File: config.mk
export PLATFORM = sky130hd
export DESIGN_NAME = triangle_face_normal_flat
export DESIGN_NICKNAME = d
export VERILOG_FILES = /design/src/rtl/triangle_face_normal_pkg.sv /design/src/rtl/triangle_face_normal_if.sv /design/src/rtl/triangle_face_normal_fixed_mul_sat.sv /design/src/rtl/triangle_face_normal.sv /design/src/flat_wrapper.sv
export SDC_FILE = /design/constraint.sdc
export NUM_CORES = 2
export LEC_CHECK = 0
export ABC_AREA = 1
export CORE_ASPECT_RATIO = 1.2
export CORE_MARGIN = 4
export CORE_UTILIZATION = 56
export CTS_BUF_LIST = sky130_fd_sc_hd__clkbuf_8
export DETAILED_ROUTE_END_ITERATION = 16
export GPL_ROUTABILITY_DRIVEN = 0
export PLACE_DENSITY = 0.8
export SETUP_SLACK_MARGIN = 0.4
export SYNTH_ARGS = -nofsm -noshare
export SYNTH_HDL_FRONTEND = slang
export SYNTH_SLANG_ARGS = --single-unit
File: constraint.sdc
create_clock -name clk -period 10.33 [get_ports clk]
set_clock_uncertainty 0.05 [all_clocks]
set_input_delay 2.066 -clock clk [delete_from_list [all_inputs] [get_ports clk]]
set_output_delay 2.066 -clock clk [all_outputs]
set_load 0.1 [all_outputs]
File: src/rtl/triangle_face_normal_pkg.sv
// rtl/triangle_face_normal_pkg.sv - fixed-point and vector types, saturation helpers
`ifndef FIXED_W
`define FIXED_W 16
`endif
`ifndef FIXED_FRACTION_W
`define FIXED_FRACTION_W 8
`endif

package triangle_face_normal_pkg;

  localparam int FIXED_W          = `FIXED_W;
  localparam int FIXED_FRACTION_W = `FIXED_FRACTION_W;
  localparam int NORMAL_MUL_STEPS = 6;

  typedef logic signed [FIXED_W-1:0] fixed_point_t;

  localparam fixed_point_t FIXED_MAX = {1'b0, {(FIXED_W-1){1'b1}}};
  localparam fixed_point_t FIXED_MIN = {1'b1, {(FIXED_W-1){1'b0}}};

  typedef struct packed {
    fixed_point_t x;
    fixed_point_t y;
    fixed_point_t z;
  } vector_t;

  typedef struct packed {
    logic         ovf;
    fixed_point_t val;
  } sat_result_t;

  // One guard bit is enough: the sum or difference of two W-bit values always fits W+1 bits.
  function automatic sat_result_t sat_clamp(input logic signed [FIXED_W:0] wide);
    sat_result_t r;
    r.ovf = (wide[FIXED_W] != wide[FIXED_W-1]);
    if (!r.ovf) begin
      r.val = wide[FIXED_W-1:0];
    end else if (wide[FIXED_W]) begin
      r.val = FIXED_MIN;
    end else begin
      r.val = FIXED_MAX;
    end
    return r;
  endfunction

  function automatic sat_result_t sat_add(input fixed_point_t a, input fixed_point_t b);
    return sat_clamp({a[FIXED_W-1], a} + {b[FIXED_W-1], b});
  endfunction

  function automatic sat_result_t sat_sub(input fixed_point_t a, input fixed_point_t b);
    return sat_clamp({a[FIXED_W-1], a} - {b[FIXED_W-1], b});
  endfunction

endpackage

File: src/rtl/triangle_face_normal_if.sv
// rtl/triangle_face_normal_if.sv - triangle in / face normal out handshake bundle
interface triangle_face_normal_if;
  import triangle_face_normal_pkg::*;

  logic    in_valid;
  logic    in_ready;
  vector_t v0;
  vector_t v1;
  vector_t v2;
  logic    out_valid;
  logic    out_ready;
  vector_t normal;
  logic    overflow;
  logic    degenerate;

  modport master (
    output in_valid, v0, v1, v2, out_ready,
    input  in_ready, out_valid, normal, overflow, degenerate
  );

  modport slave (
    input  in_valid, v0, v1, v2, out_ready,
    output in_ready, out_valid, normal, overflow, degenerate
  );

endinterface

File: src/rtl/triangle_face_normal_fixed_mul_sat.sv
// rtl/triangle_face_normal_fixed_mul_sat.sv - combinational saturating fixed-point multiply
module triangle_face_normal_fixed_mul_sat
  import triangle_face_normal_pkg::*;
(
  input  fixed_point_t a,
  input  fixed_point_t b,
  output fixed_point_t result,
  output logic         overflow
);

  localparam int PROD_W = 2 * FIXED_W;

  logic signed [PROD_W-1:0]      product;
  logic signed [PROD_W-1:0]      shifted;
  logic [PROD_W-FIXED_W:0]       upper;

  always_comb begin
    product  = PROD_W'(a) * PROD_W'(b);
    shifted  = product >>> FIXED_FRACTION_W;
    // Fits only when every bit above the result sign bit matches it.
    upper    = shifted[PROD_W-1:FIXED_W-1];
    overflow = !((&upper) || !(|upper));
    if (!overflow) begin
      result = shifted[FIXED_W-1:0];
    end else if (shifted[PROD_W-1]) begin
      result = FIXED_MIN;
    end else begin
      result = FIXED_MAX;
    end
  end

endmodule

File: src/rtl/triangle_face_normal.sv
// rtl/triangle_face_normal.sv - unnormalised face normal (v1-v0)x(v2-v0), one shared
// saturating multiplier iterated over six steps
module triangle_face_normal
  import triangle_face_normal_pkg::*;
#(
  parameter bit FLIP_WINDING = 1'b0
) (
  input  logic                  clk,
  input  logic                  reset,
  triangle_face_normal_if.slave bus
);

  localparam logic [1:0] ST_IDLE = 2'd0;
  localparam logic [1:0] ST_EDGE = 2'd1;
  localparam logic [1:0] ST_MUL  = 2'd2;
  localparam logic [1:0] ST_DONE = 2'd3;

  localparam logic [2:0] LAST_STEP = 3'(NORMAL_MUL_STEPS - 1);

  logic [1:0]   state_q, state_d;
  logic [2:0]   step_q, step_d;
  vector_t      v0_q, v0_d, v1_q, v1_d, v2_q, v2_d;
  vector_t      e1_q, e1_d, e2_q, e2_d;
  fixed_point_t p_q, p_d;
  vector_t      normal_q, normal_d;
  logic         overflow_q, overflow_d;
  logic         degenerate_q, degenerate_d;

  fixed_point_t mul_a, mul_b, mul_result;
  logic         mul_ovf;
  sat_result_t  sa_x, sa_y, sa_z, sb_x, sb_y, sb_z, diff;
  vector_t      edge_a, edge_b;

  // Pairs 2k and 2k+1 form the two terms of normal component k.
  always_comb begin
    mul_a = e1_q.y;
    mul_b = e2_q.x;
    case (step_q)
      3'd0:    begin mul_a = e1_q.y; mul_b = e2_q.z; end
      3'd1:    begin mul_a = e1_q.z; mul_b = e2_q.y; end
      3'd2:    begin mul_a = e1_q.z; mul_b = e2_q.x; end
      3'd3:    begin mul_a = e1_q.x; mul_b = e2_q.z; end
      3'd4:    begin mul_a = e1_q.x; mul_b = e2_q.y; end
      default: begin mul_a = e1_q.y; mul_b = e2_q.x; end
    endcase
  end

  triangle_face_normal_fixed_mul_sat u_mul (
    .a        (mul_a),
    .b        (mul_b),
    .result   (mul_result),
    .overflow (mul_ovf)
  );

  always_comb begin
    sa_x   = sat_sub(v1_q.x, v0_q.x);
    sa_y   = sat_sub(v1_q.y, v0_q.y);
    sa_z   = sat_sub(v1_q.z, v0_q.z);
    sb_x   = sat_sub(v2_q.x, v0_q.x);
    sb_y   = sat_sub(v2_q.y, v0_q.y);
    sb_z   = sat_sub(v2_q.z, v0_q.z);
    edge_a = {sa_x.val, sa_y.val, sa_z.val};
    edge_b = {sb_x.val, sb_y.val, sb_z.val};
    diff   = sat_sub(p_q, mul_result);
  end

  always_comb begin
    state_d      = state_q;
    step_d       = step_q;
    v0_d         = v0_q;
    v1_d         = v1_q;
    v2_d         = v2_q;
    e1_d         = e1_q;
    e2_d         = e2_q;
    p_d          = p_q;
    normal_d     = normal_q;
    overflow_d   = overflow_q;
    degenerate_d = degenerate_q;

    unique case (state_q)
      ST_IDLE: begin
        if (bus.in_valid) begin
          v0_d         = bus.v0;
          v1_d         = bus.v1;
          v2_d         = bus.v2;
          overflow_d   = 1'b0;
          degenerate_d = 1'b0;
          state_d      = ST_EDGE;
        end
      end
      ST_EDGE: begin
        e1_d       = FLIP_WINDING ? edge_b : edge_a;
        e2_d       = FLIP_WINDING ? edge_a : edge_b;
        overflow_d = overflow_q | sa_x.ovf | sa_y.ovf | sa_z.ovf
                                | sb_x.ovf | sb_y.ovf | sb_z.ovf;
        step_d     = 3'd0;
        state_d    = ST_MUL;
      end
      ST_MUL: begin
        if (!step_q[0]) begin
          p_d        = mul_result;
          overflow_d = overflow_q | mul_ovf;
        end else begin
          overflow_d = overflow_q | mul_ovf | diff.ovf;
          case (step_q[2:1])
            2'd0:    normal_d.x = diff.val;
            2'd1:    normal_d.y = diff.val;
            default: normal_d.z = diff.val;
          endcase
        end
        if (step_q == LAST_STEP) begin
          // z is still in flight here, so take it from the subtractor directly.
          degenerate_d = (normal_q.x == '0) && (normal_q.y == '0) && (diff.val == '0);
          state_d      = ST_DONE;
        end else begin
          step_d = step_q + 3'd1;
        end
      end
      default: begin
        if (bus.out_ready) begin
          state_d = ST_IDLE;
        end
      end
    endcase
  end

  always_ff @(posedge clk or posedge reset) begin
    if (reset) begin
      state_q      <= ST_IDLE;
      step_q       <= 3'd0;
      v0_q         <= '0;
      v1_q         <= '0;
      v2_q         <= '0;
      e1_q         <= '0;
      e2_q         <= '0;
      p_q          <= '0;
      normal_q     <= '0;
      overflow_q   <= 1'b0;
      degenerate_q <= 1'b0;
    end else begin
      state_q      <= state_d;
      step_q       <= step_d;
      v0_q         <= v0_d;
      v1_q         <= v1_d;
      v2_q         <= v2_d;
      e1_q         <= e1_d;
      e2_q         <= e2_d;
      p_q          <= p_d;
      normal_q     <= normal_d;
      overflow_q   <= overflow_d;
      degenerate_q <= degenerate_d;
    end
  end

  assign bus.in_ready   = (state_q == ST_IDLE);
  assign bus.out_valid  = (state_q == ST_DONE);
  assign bus.normal     = normal_q;
  assign bus.overflow   = overflow_q;
  assign bus.degenerate = degenerate_q;

endmodule
File: src/flat_wrapper.sv
// flat-port wrapper written by rule: the top's interface ports become plain ports
module triangle_face_normal_flat import triangle_face_normal_pkg::*;
#(
  parameter bit FLIP_WINDING = 1'b0
)
  (clk, reset, bus_in_valid, bus_v0, bus_v1, bus_v2, bus_out_ready, bus_in_ready, bus_out_valid, bus_normal, bus_overflow, bus_degenerate);
  triangle_face_normal_if bus_i ();
  input  logic clk;
  input  logic reset;
  input wire logic [$bits(bus_i.in_valid)-1:0] bus_in_valid;
  input wire logic [$bits(bus_i.v0)-1:0] bus_v0;
  input wire logic [$bits(bus_i.v1)-1:0] bus_v1;
  input wire logic [$bits(bus_i.v2)-1:0] bus_v2;
  input wire logic [$bits(bus_i.out_ready)-1:0] bus_out_ready;
  output wire logic [$bits(bus_i.in_ready)-1:0] bus_in_ready;
  output wire logic [$bits(bus_i.out_valid)-1:0] bus_out_valid;
  output wire logic [$bits(bus_i.normal)-1:0] bus_normal;
  output wire logic [$bits(bus_i.overflow)-1:0] bus_overflow;
  output wire logic [$bits(bus_i.degenerate)-1:0] bus_degenerate;
  assign bus_i.in_valid = bus_in_valid;
  assign bus_i.v0 = bus_v0;
  assign bus_i.v1 = bus_v1;
  assign bus_i.v2 = bus_v2;
  assign bus_i.out_ready = bus_out_ready;
  assign bus_in_ready = bus_i.in_ready;
  assign bus_out_valid = bus_i.out_valid;
  assign bus_normal = bus_i.normal;
  assign bus_overflow = bus_i.overflow;
  assign bus_degenerate = bus_i.degenerate;
  triangle_face_normal #(.FLIP_WINDING(FLIP_WINDING)) u_core (.clk(clk), .reset(reset), .bus(bus_i));
endmodule
==> flow_summary.toml <==
[global_route]
grt_max_degree = 168
grt_pass1_wl_um = 122000
track_usage_pct = 28.6
grt.overflow.total = 0
grt_pass1_vias = 23931
antenna_found_initial = 1

[synthesis]
yosysWarnings = 0
ys_seq_elements = 311
synth_xor_area_share_pct = 3.89
yosys.area_share.simple_pct = 13.8
synth.top_cell.area_share_pct = 28.2
synth_compound_area_share_pct = 11.8
ys_seq_area_share_pct = 28.2
synthCells = 3145
synth_mux_area_share_pct = 4.76
synth_nets = 3761
synth_edf_count = 0
yosys-top-cells-count = "inv_1 (559), nand2_1 (503), dfrtp_1 (311)"
syn_avg_cell_area_um2 = 8.79
synth_top_family_by_area = "adder cells"
synth.area.top_cells = "dfrtp_1 (28%), fa_1 (19%), ha_1 (9.1%)"
synthArstFlopShare_pct = 100
yosysMostFrequentCell = "inv_1"
synthAdderAreaFrac_pct = 28.5
syn_area_um2 = 27600
yosysUniqueCellTypes = 52
ys.flop_type = "dfrtp_1"
synth_top_cell_by_area = "dfrtp_1"

[drt]
viasPerCell = 5.75
vias = 23668
ant_nets = 0
wl_per_cell_um = 19.4
drtIter0Drc = 1961
dr.pass1.iters = 6
routed_wl_um = 79800
drc = 0

[layout]
fin_area_um2 = 33100
fillers = 3575
synthToLayoutAreaGrowth_pct = 19.8
layout-drive-gt1-share_pct = 15.8
final_nets = 4063

[floorplan]
initial_utilization_pct = 57.0
core_area_um2 = 48400
rows = 88
dieHeight_um = 251
die_area_um2 = 53000
ioPinCount = 200
fp.dieW_um = 211

[sta]
tightest_slew_ns = 1.05
setup_slack_ns = 0.608
setup_tns_ns = 0
relSlewSlack_pct = 29.4
drv_slew = 0
hold_violations = 0
period_needed_ns = 9.72
finalCritPeriodShare_pct = 94.1
grt_setup_unrepaired = "false"
fmax_mhz = 103
setup_viol = 0

[setup_path]
critPathBufInv = 11
cp-end-kind = "flop"
worst_ep_required_time_ns = 10.79
crit_cells = 49
path_class = "flop to flop"
reg2reg_slack_ns = 0.61
slowest_delay_ns = 0.50
crit_slowest_cell = "fa_1"
rr_worst_depth = 49
rr_endpoint = "u_core.bus.normal[21]$_DFFE_PP0P_"
cp-start-kind = "flop"
rr_startpoint = "u_core.step_q[1]$_DFFE_PP0P_"
crit_arrival_ns = 10.18
critPathTopFamily = "adder cells"
path_max_fanout = 8

[cts]
cts_sinks = 311
clk_pin_slew_ns = 0.07
tritoncts = "built"
clk_path_buf_depth = 3
cts_max_level = 2
root_buffer = "clkbuf_8"
worstSkewPairLatency_ns = 0.64
cts_made_buffers = 50

[worst_hold_path]
hold_class = "flop to flop"
worstHoldStart = "u_core.e2_q[16]$_DFFE_PP0P_"
timing.hold.worst_path_depth = 1
worstHoldEndpoint = "u_core.e2_q[16]$_DFFE_PP0P_"

[run_status]
status = "finished clean"

[placed_design]
dp_hpwl_um = 61200
placed_cell_area_um2 = 30700
io_buffer_count = 199
place_ws_ns = -0.248

[flow_run]
drv_cap = 0
## final cells by class
cell class	instances	area (um^2)	share of cell area (%)
multi-input combinational	2173	18200	55.0
sequential	311	7790	23.5
timing repair buffer	331	3100	9.37
inverter	578	2240	6.76
clock buffer	63	867	2.62
tap	630	788	2.38
clock inverter	24	111	0.336
timing repair inverter	2	15.0	0.0454
antenna	1	2.50	0.00756
## worst max path at each step
stage	startpoint	to	slack (ns)
floorplan	u_core.step_q[0]$_DFFE_PP0P_	u_core.bus.degenerate$_DFFE_PP0P_	0.76
global placement	u_core.step_q[0]$_DFFE_PP0P_	u_core.bus.overflow$_DFFE_PP0P_	-0.12
detailed placement	u_core.step_q[0]$_DFFE_PP0P_	u_core.bus.overflow$_DFFE_PP0P_	-0.25
CTS	u_core.step_q[0]$_DFFE_PP0P_	u_core.bus.degenerate$_DFFE_PP0P_	0.43
global route	u_core.step_q[0]$_DFFE_PP0P_	u_core.bus.degenerate$_DFFE_PP0P_	0.12
finish	u_core.step_q[1]$_DFFE_PP0P_	u_core.bus.normal[21]$_DFFE_PP0P_	0.61
## what timing repair did
item / in CTS / in global routing
setup buffers: 2 / 56
setup endpoints to repair: 50 / 50
pin swaps: 0 / 55
cloned: 0 / 3
hold buffers: 0 / 0
resized for setup: 32 / 219
## registers in the layout (all words and copies together) (netlist names)
name / flops
u_core.v1_q: 48
u_core.state_q: 2
u_core.e2_q: 48
u_core.v2_q: 48
u_core.bus.degenerate: 1
u_core.bus.normal: 48
u_core.p_q: 16
u_core.bus.overflow: 1
u_core.step_q: 3
u_core.e1_q: 48
u_core.v0_q: 48
## per-layer routing
metal  share of wire [%]  GRT usage (%)
met2                  48           48.5
met1                  36           33.6
met5                   0              0
met3                 7.7           5.38
met4                 8.2           17.7
## metrics by stage
| step | hold WS [ns] | utilization (%) | std cells |
|---|---|---|---|
| CTS | 0.431 | 65.6 | 4053 |
| floorplan | 0.398 | - | 3145 |
| global route | 0.450 | 68.3 | 4113 |
| detailed placement | 0.417 | 63.3 | 3964 |
| finish | 0.437 | 68.3 | 4113 |
| global placement | 0.413 | 63.3 | 3964 |
## cell families (layout without fill, tap and decap cells)
group | after synthesis | count (layout)
buffers and inverters | 661 | 998
muxes | 117 | 117
DFF | 311 | 311
adders and majority gates | 468 | 468
AOI/OAI and AO/OA | 537 | 537
and+or+nand+nor | 929 | 929
xor gates and xnor gates | 122 | 122
other | 0 | 1
## cell usage in the layout, fill, tap and decap left out, types with 9 or more instances in the layout
cell type / netlist / final
nand2_1: 503 / 473
mux2_2: 116 / 116
ha_4: 0 / 11
o21bai_1: 10 / 9
o21ai_2: 7 / 11
clkinvlp_4: 0 / 10
clkdlybuf4s50_1: 0 / 199
xnor2_1: 46 / 46
a31oi_1: 11 / 11
a21oi_1: 233 / 202
inv_2: 10 / 20
a21oi_2: 0 / 23
xor2_1: 75 / 73
o21ai_0: 92 / 81
buf_4: 0 / 117
o211ai_1: 29 / 29
a21o_1: 14 / 14
clkbuf_8: 0 / 63
nor2_2: 3 / 20
nor4_1: 15 / 13
dfrtp_1: 311 / 308
nand2_4: 4 / 10
o22ai_1: 16 / 14
clkinv_2: 0 / 9
nor3_1: 19 / 16
nand4_1: 12 / 12
o31ai_1: 14 / 14
inv_1: 559 / 552
nand2_2: 17 / 37
o221ai_1: 67 / 57
fa_1: 268 / 265
nand3_1: 79 / 76
nor2_1: 263 / 241
o21ai_1: 16 / 20
o21a_1: 14 / 14
ha_1: 200 / 181
Power is not shown: default switching activity piles up to over one toggle a cycle in this logic, so the estimate is an artifact.
